===== config.mk =====
export PLATFORM = sky130hd
export DESIGN_NAME = lfsr_encrypter
export DESIGN_NICKNAME = d
export VERILOG_FILES = /design/src/rtl/lfsr_encrypter.sv
export SDC_FILE = /design/constraint.sdc
export NUM_CORES = 1
export LEC_CHECK = 0
export CORE_MARGIN = 3
export CORE_UTILIZATION = 49
export DETAILED_ROUTE_END_ITERATION = 8
export PLACE_DENSITY = 0.85
export SLEW_MARGIN = 20
export SYNTH_ARGS = -nofsm -noshare
export SYNTH_HDL_FRONTEND = slang
export SYNTH_SLANG_ARGS = --single-unit

===== constraint.sdc =====
create_clock -name clk -period 3 [get_ports clk]
set_clock_uncertainty 0.15 [all_clocks]
set_input_delay 0.6 -clock clk [delete_from_list [all_inputs] [get_ports clk]]
set_output_delay 0.6 -clock clk [all_outputs]
set_load 0.02 [all_outputs]

===== src/rtl/lfsr_encrypter.sv =====
// lfsr_encrypter: frames a plaintext message with pad bytes, XORs every byte with a 5-bit
// LFSR stream and writes the 64-byte ciphertext block. Optional macro: ENC_PARITY_EN.

module lfsr_encrypter #(
    parameter int unsigned SRC_BASE  = 0,
    parameter int unsigned DST_BASE  = 128,
    parameter int unsigned FRAME_LEN = 64,
    parameter logic [7:0]  PAD_CHAR  = 8'h7E,
    parameter int unsigned MAX_MSG   = 50
) (
    input  logic       clk,
    input  logic       init_n,
    input  logic       start,
    input  logic [7:0] pre_length,
    input  logic [2:0] pat_sel,
    input  logic [4:0] lfsr_init,
    input  logic [5:0] msg_len,
    output logic [7:0] mem_raddr,
    input  logic [7:0] mem_rdata,
    output logic       mem_wr_en,
    output logic [7:0] mem_waddr,
    output logic [7:0] mem_wdata,
    output logic       busy,
    output logic       done
);

    typedef enum logic [2:0] {
        S_IDLE,
        S_SETUP,
        S_FETCH,
        S_EMIT,
        S_DONE
    } state_t;

    state_t     state;
    logic [6:0] idx;
    logic [6:0] idx_nx;
    logic [6:0] pre_q;
    logic [6:0] len_q;
    logic [4:0] taps_q;
    logic [4:0] lfsr;
    logic       in_win;

    logic [6:0] pre_c;
    logic [6:0] len_c;
    logic [4:0] taps_c;
    logic [4:0] seed_c;
    logic [7:0] plain;
    logic [7:0] cipher;

    function automatic logic in_window(input logic [6:0] k);
        return (k >= pre_q) && (k < (pre_q + len_q));
    endfunction

    function automatic logic [7:0] src_addr(input logic [6:0] k);
        return 8'(SRC_BASE) + {1'b0, k} - {1'b0, pre_q};
    endfunction

    always_comb begin
        if (pre_length < 8'd7)
            pre_c = 7'd7;
        else if (pre_length > 8'd12)
            pre_c = 7'd12;
        else
            pre_c = pre_length[6:0];

        if ({1'b0, msg_len} > 7'(MAX_MSG))
            len_c = 7'(MAX_MSG);
        else
            len_c = {1'b0, msg_len};

        case (pat_sel)
            3'd0:    taps_c = 5'h1E;
            3'd1:    taps_c = 5'h1D;
            3'd2:    taps_c = 5'h1B;
            3'd3:    taps_c = 5'h17;
            3'd4:    taps_c = 5'h14;
            3'd5:    taps_c = 5'h12;
            default: taps_c = 5'h17;
        endcase

        seed_c = (lfsr_init == 5'h00) ? 5'h01 : lfsr_init;
    end

    assign idx_nx = idx + 7'd1;

    always_ff @(posedge clk or negedge init_n) begin
        if (!init_n) begin
            state     <= S_IDLE;
            busy      <= 1'b0;
            done      <= 1'b0;
            mem_wr_en <= 1'b0;
            mem_raddr <= '0;
            mem_waddr <= '0;
            lfsr      <= 5'h01;
            idx       <= '0;
            pre_q     <= 7'd7;
            len_q     <= '0;
            taps_q    <= 5'h17;
            in_win    <= 1'b0;
        end else begin
            case (state)
                S_IDLE, S_DONE: begin
                    if (start) begin
                        state  <= S_SETUP;
                        pre_q  <= pre_c;
                        len_q  <= len_c;
                        taps_q <= taps_c;
                        lfsr   <= seed_c;
                        idx    <= '0;
                        busy   <= 1'b1;
                        done   <= 1'b0;
                    end
                end
                // Byte k's read address is issued on the edge entering its FETCH, so the
                // one-cycle synchronous read returns its data during the matching EMIT.
                S_SETUP: begin
                    state <= S_FETCH;
                    if (in_window('0))
                        mem_raddr <= src_addr('0);
                end
                S_FETCH: begin
                    state     <= S_EMIT;
                    mem_wr_en <= 1'b1;
                    mem_waddr <= 8'(DST_BASE) + {1'b0, idx};
                    in_win    <= in_window(idx);
                end
                S_EMIT: begin
                    mem_wr_en <= 1'b0;
                    lfsr      <= {lfsr[3:0], ^(lfsr & taps_q)};
                    idx       <= idx_nx;
                    if (idx == 7'(FRAME_LEN - 1)) begin
                        state <= S_DONE;
                        busy  <= 1'b0;
                        done  <= 1'b1;
                    end else begin
                        state <= S_FETCH;
                        if (in_window(idx_nx))
                            mem_raddr <= src_addr(idx_nx);
                    end
                end
                default: begin
                    state     <= S_IDLE;
                    busy      <= 1'b0;
                    done      <= 1'b0;
                    mem_wr_en <= 1'b0;
                end
            endcase
        end
    end

    // Cipher byte is formed from the read data arriving in EMIT; held at zero between writes.
    always_comb begin
        plain  = in_win ? mem_rdata : PAD_CHAR;
        cipher = plain ^ {3'b000, lfsr};
`ifdef ENC_PARITY_EN
        cipher[7] = ^cipher[6:0];
`endif
        mem_wdata = mem_wr_en ? cipher : '0;
    end

endmodule


==> results of run 1 <==
-- power groups by stage --
stage | sequential, W | clock [W] | combinational [W]
final | 0.00116 | 0.000651 | 0.00276
after global routing | 0.00119 | 0.000687 | 0.00296
after CTS | 0.00115 | 0.000654 | 0.00254
after detailed placement | 0.00116 | 0 | 0.00246
after global placement | 0.00114 | 0 | 0.00237
after floorplan | 0.00123 | 0 | 0.00143
-- final cells by class --
| type | instances | area (um^2) | area share, % |
|---|---|---|---|
| inverter | 21 | 78.8 | 1.62 |
| timing repair buffer | 97 | 883 | 18.2 |
| multi-input combinational | 298 | 2300 | 47.4 |
| clock buffer | 5 | 68.8 | 1.42 |
| clock inverter | 3 | 90.1 | 1.86 |
| sequential | 52 | 1310 | 27.0 |
| tap | 96 | 120 | 2.47 |
-- kinds of logic after synthesis --
group / count (synthesis) / synth area share, %
simple gates: 136 / 19.1
compound gates: 94 / 18.6
fa+ha+maj: 32 / 11.5
buf+inv: 28 / 3.63
xor+xnor: 21 / 5.13
mux: 15 / 5.51
flops: 52 / 36.5
-- sequential cells by signal, summed over array words and instances, names as in the netlist --
register   cells
busy           1
done           1
idx            7
in_win         1
len_q          6
lfsr           5
mem_raddr      8
mem_waddr      8
mem_wr_en      1
pre_q          7
state          3
taps_q         4
-- worst max-delay path: cells and delay by family, from the launching register on --
kind            cells  cell delay [ps]
fa+ha+maj           1              290
compound gates      4              520
flops               1              570
simple gates        2              720
mux                 1              290
buf+inv             3              450
-- per-stage QoR --
step / worst slack (ps) / setup TNS [ps] / hold slack [ps] / cells
floorplan: 2.30 / 0 / 154 / 378
global placement: -56.0 / -446 / 298 / 557
detailed placement: -158 / -945 / 310 / 557
CTS: -118 / -906 / 157 / 568
global route: -190 / -1560 / 186 / 572
finish: -114 / -898 / 133 / 572
-- timing repair --
item / 4_1_cts / 5_1_grt
pin swaps: 4 / 10
cloned: 0 / 0
gates resized for setup: 8 / 19
setup buffers: 3 / 4
endpoints found under the setup margin: 9 / 9
-- final timing paths --
path / start / slack (ps) / endpoint
max in group asynchronous: init_n / 1840 / taps_q[0]
worst min register to register: taps_q[1] / 320 / taps_q[1]
min in group clk: taps_q[1] / 320 / taps_q[1]
worst min-delay path: init_n / 130 / pre_q[5]
worst max register to register: pre_q[2] / -110 / mem_raddr[4]
worst max-delay path: pre_q[2] / -110 / mem_raddr[4]
-- layer usage --
metal  global-route usage, %  wire length (um)
met1                    28.2              4030
met2                    39.2              4900
met4                    7.29               306
met3                    5.05               648
met5                       0                 0
-- placed cells by master (no fill, tap or decap), types with 3 or more instances in the layout --
cell,instances
clkdlybuf4s50_1,58
nand2_1,52
dfrtp_1,45
buf_4,37
nor2_1,26
o21ai_0,25
ha_1,23
inv_1,19
xnor2_1,13
a21oi_1,12
nand3_1,9
mux2_4,8
nor2b_1,7
and2_1,7
dfstp_2,7
a211oi_1,6
mux2_2,6
a22o_1,5
o22ai_1,5
clkbuf_8,5
xor2_1,4
xnor2_2,4
nor3_1,4
o21a_1,4
nand3b_1,4
nand2b_1,4
a21o_1,4
ha_4,4
and3_1,3
a211o_1,3
nor3b_1,3
a21oi_2,3
nand4_1,3
nor4_1,3
bufinv_16,3
==> results by group, run 1 <==
Outcome
  • Status: finished, violations left
  • Failing checks: setup timing

Route
  • Number of remaining DRC errors: 0
  • DR WL/cell: 17.3 um
  • DR vias: 3371
  • DRT Wirelength: 9.89 mm
  • Detailed-route vias per instance: 5.89
  • First-pass detailed-route iteration total: 5
  • Final ANT Viol Nets: 0
  • DR iter-0 viols: 191

Yosys
  • EDFF count, synth: 0
  • Synth Instances: 378
  • Yosys top cell area share: 31.4%
  • Yosys top cell by area: dfrtp_1
  • Synthesis-stage register bit count: 52
  • Register area share after synthesis: 36.5%
  • Top post-synthesis cells by area: dfrtp_1 31%, ha_1 9.8%, nand2_1 5.4%
  • Ys flop type: dfrtp_1
  • Avg Inst Size Synth: 9.49 um^2
  • Netlist cell types: 63
  • Async SR Flop Fraction: 100%
  • Synth warn: 0
  • Post-synthesis cell area: 3590 um^2
  • Count leader, synth: nand2_1
  • Commonest cells in the netlist: 52 x nand2_1, 45 x dfrtp_1, 28 x ha_1
  • Mapped Nets: 441

STA
  • Final hold violation count: 0
  • PnR worst setup slack: -114 ps
  • RSZ-0062 raised after global routing: yes
  • Slew Limit Headroom: 53.7%
  • Worst Tran Pin Value: 692 ps
  • Final min period: 3110 ps
  • Slew Limit Fails: 0
  • Period utilization: 104%
  • Final setup fails: 9
  • Max frequency: 321 MHz

Clock network
  • Clock-pin slew on the worst setup and hold paths: 100 ps
  • CTS max path bufs: 2
  • Clock sinks: 52
  • H-Tree Level Count: 2
  • Hold Buf Count CTS: 0
  • Worst-skew pair later-pin latency: 310 ps
  • TritonCTS clock tree: built
  • Root Buffer: clkbuf_8
  • Num CTS Buffers: 5

Die
  • Initial Util: 51.7%
  • Die ar.: 8380 um^2
  • Core area: 6940 um^2
  • Die W: 91.6 um
  • IO Pins: 60
  • Row count: 30
  • Die Ht: 91.6 um

Setup path
  • Startpoint types: flip-flop
  • Worst-path cell chain: ha_1 -> a211oi_4 -> buf_4 -> buf_4 -> or4b_1 -> nand3_1 -> o221ai_2 -> a21oi_2 -> o2111ai_4 -> buf_12 -> mux2_4
  • Worst path max stage delay: 570 ps
  • Critical path endpoint category: flip-flop
  • Most used cell, CP: buf_4
  • Max stage delay cell, worst path: dfstp_2
  • Worst Reg2Reg Path Length in Cells: 11
  • Critical path type: flip-flop to flip-flop
  • Crit path required time: 3040 ps
  • Crit path DAT: 3160 ps
  • Worst Path Max Fanout: 8

Power and ir drop
  • Power Dens Cells: 941 nW/um^2
  • Comb power frac: 60.4%
  • Clock power frac: 14.3%
  • Internal Pwr Total: 0.00277 W
  • Switching share of power: 39.3%
  • Worst vdd ir: 0.347 mV
  • NetSw: 0.00180 W
  • Lkg Pwr: 2.17 nW
  • Total power: 0.00457 W
  • Flop pwr share: 25.3%

GRT
  • Number of global-route vias before repair: 3230
  • Gr usage total: 22.8%
  • First-pass GRT wire length: 15.3 mm
  • Total grt overflow: 0
  • Largest net degree at the start of global routing: 29
  • Initial antenna violation count: 0

Final layout
  • Number of nets at the end of the flow: 538
  • Area grow syn2layout: 35.3%
  • Post-layout util: 69.9%
  • Fill cells: 500
  • Design Area, Final: 4850 um^2
  • Share of layout cells above drive strength 1: 21.8%
  • Ant diodes: 0

Placed design
  • Buffers on Ports: 59
  • Final Wtd Congestion: 0.920
  • Area after DPL: 4490 um^2
  • Detail Placement HPWL: 7.29 mm

Hold path
  • HP Class: input pin to asynchronous set/reset pin

Flow run
  • Max Cap Viol: 0
(Power assumes the default switching activity.)
==> inputs of run 2 (changes only) <==
- PLACE_DENSITY: 0.85 -> 0.89
==> results by group, run 2 (synthesis results as in run 1) <==
Final layout
  • Commonest non-fill, non-tap cell in the layout: clkdlybuf4s50_1
  • Area grow syn2layout: 31.8%
  • Final Non-Filler Cells: 569
  • Number of nets at the end of the flow: 535
  • Biggest regs: mem_raddr x8, mem_waddr x8
  • Fill cells: 552
  • Share of layout cells above drive strength 1: 20.9%
  • Most frequent cells in the layout: 58 x clkdlybuf4s50_1, 52 x nand2_1, 44 x dfrtp_1
  • Reg area: 1310 um^2
  • Footprint of the multi-input gates: 2260 um^2
  • Ant diodes: 0
  • Design Area, Final: 4730 um^2

Setup path
  • Reg2reg setup slack: -60 ps
  • RR Endpoint: mem_raddr[6]
  • Reg-to-Reg Start: pre_q[0]
  • Startpoint types: flip-flop
  • Crit path required time: 3060 ps
  • Max stage delay cell, worst path: dfstp_2
  • Critical path endpoint category: flip-flop
  • Worst Path Max Fanout: 8
  • Setup crit start: pre_q[0]
  • Worst path max stage delay: 580 ps
  • Critical path type: flip-flop to flip-flop
  • Worst-path cell chain: ha_4 -> fa_2 -> inv_2 -> ha_4 -> a211o_1 -> a21oi_2 -> o221ai_2 -> a21oi_2 -> o2111ai_4 -> buf_12 -> mux2_4
  • Crit path DAT: 3120 ps
  • Worst Reg2Reg Path Length in Cells: 11

Clock network
  • Clock sinks: 52
  • H-Tree Level Count: 2
  • Worst-skew pair later-pin latency: 320 ps
  • Num CTS Buffers: 5
  • Root Buffer: clkbuf_8
  • CTS max path bufs: 2
  • Clock-pin slew on the worst setup and hold paths: 90 ps
  • Hold Buf Count CTS: 0
  • TritonCTS clock tree: built

STA
  • RSZ-0062 raised after global routing: yes
  • PnR worst setup slack: -59.9 ps
  • Final hold violation count: 0
  • Fin Setup TNS: -459 ps
  • Period utilization: 102%
  • Slew Limit Headroom: 57.0%
  • Final setup fails: 9
  • Slew Limit Fails: 0
  • Worst Tran Pin Value: 643 ps
  • Max frequency: 327 MHz
  • Final min period: 3060 ps

Die
  • Row count: 30
  • Die Ht: 91.6 um
  • Core area: 6940 um^2
  • Initial Util: 51.7%
  • Die W: 91.6 um
  • IO Pins: 60
  • Die ar.: 8380 um^2

Outcome
  • Failing checks: setup timing
  • Status: finished, violations left

Placed design
  • Post-Place Cells: 559
  • Buffers on Ports: 59
  • Final Wtd Congestion: 0.955
  • Detail Placement HPWL: 7.30 mm
  • Area after DPL: 4500 um^2

Hold path
  • HP Class: input pin to asynchronous set/reset pin

Power and ir drop
  • Worst vdd ir: 0.496 mV
  • Power Dens Cells: 897 nW/um^2
  • Lkg Pwr: 2.10 nW

GRT
  • Total grt overflow: 0
  • Initial antenna violation count: 0
  • Gr usage total: 23.0%
  • First-pass GRT wire length: 15.6 mm
  • Largest net degree at the start of global routing: 32
  • Number of global-route vias before repair: 3302

Route
  • Final ANT Viol Nets: 0
  • First-pass detailed-route iteration total: 4
  • Detailed-route vias per instance: 5.63
  • DR vias: 3203
  • DR iter-0 viols: 186
  • DR WL/cell: 16.4 um
  • Number of remaining DRC errors: 0
  • DRT Wirelength: 9.32 mm

Flow run
  • Max Cap Viol: 0
==> run 2: layout make-up <==
class	instances	share of cell area (%)
Clock inverter	3	0.503
Tap cell	96	2.54
Multi-Input combinational cell	298	47.9
Sequential cell	52	27.7
Timing Repair Buffer	94	18.2
Clock buffer	5	1.46
Inverter	21	1.67
==> run 2: per-stage QoR <==
step	hold WS (ps)	total power [W]	setup WS, ps	util [%]
3_5_place_dp	301	0.00361	-132	64.8
4_1_cts	97.2	0.00419	-9.31	67.8
3_3_place_gp	297	0.00353	-68.9	64.8
6_report	77.8	0.00424	-59.9	68.1
2_1_floorplan	154	0.00266	2.30	-
5_1_grt	113	0.00453	-174	68.1
==> run 2: worst max-delay path by stage <==
| stage | end | slack (ps) | depth (start not counted) |
|---|---|---|---|
| floorplan | mem_raddr[0] | 2 | 9 |
| global placement | mem_raddr[7] | -70 | 12 |
| detailed placement | mem_raddr[6] | -130 | 12 |
| CTS | mem_raddr[6] | -9 | 11 |
| global route | mem_raddr[5] | -170 | 11 |
| finish | mem_raddr[6] | -60 | 11 |
==> run 2: power breakdown <==
group	internal [W]	switching, W	leakage [nW]	total [W]
logic	0.00139	0.00128	1.44	0.00267
registers	0.000929	0.000225	0.619	0.00115
clock network	0.000166	0.000254	0.0404	0.000420
total	0.00248	0.00175	2.10	0.00424
==> run 2: worst max-delay path, delay by kind of cell, from the launching register on <==
family | cells | cell delay, ps
compound gates | 5 | 880
flops | 1 | 580
fa+ha+maj | 3 | 790
mux | 1 | 290
buf+inv | 2 | 270
==> run 2: per-layer routing <==
metal  GRT usage [%]  part of all wire, %
met1            29.9                   42
met5               0                    0
met3            4.31                  6.1
met2            38.8                   49
met4            7.04                  2.1
==> run 2: timing repair <==
| item | CTS | global route |
|---|---|---|
| buffers inserted | 2 | 0 |
| pin swaps | 5 | 7 |
| resized for setup | 18 | 6 |
| endpoints found under the setup margin | 9 | 9 |
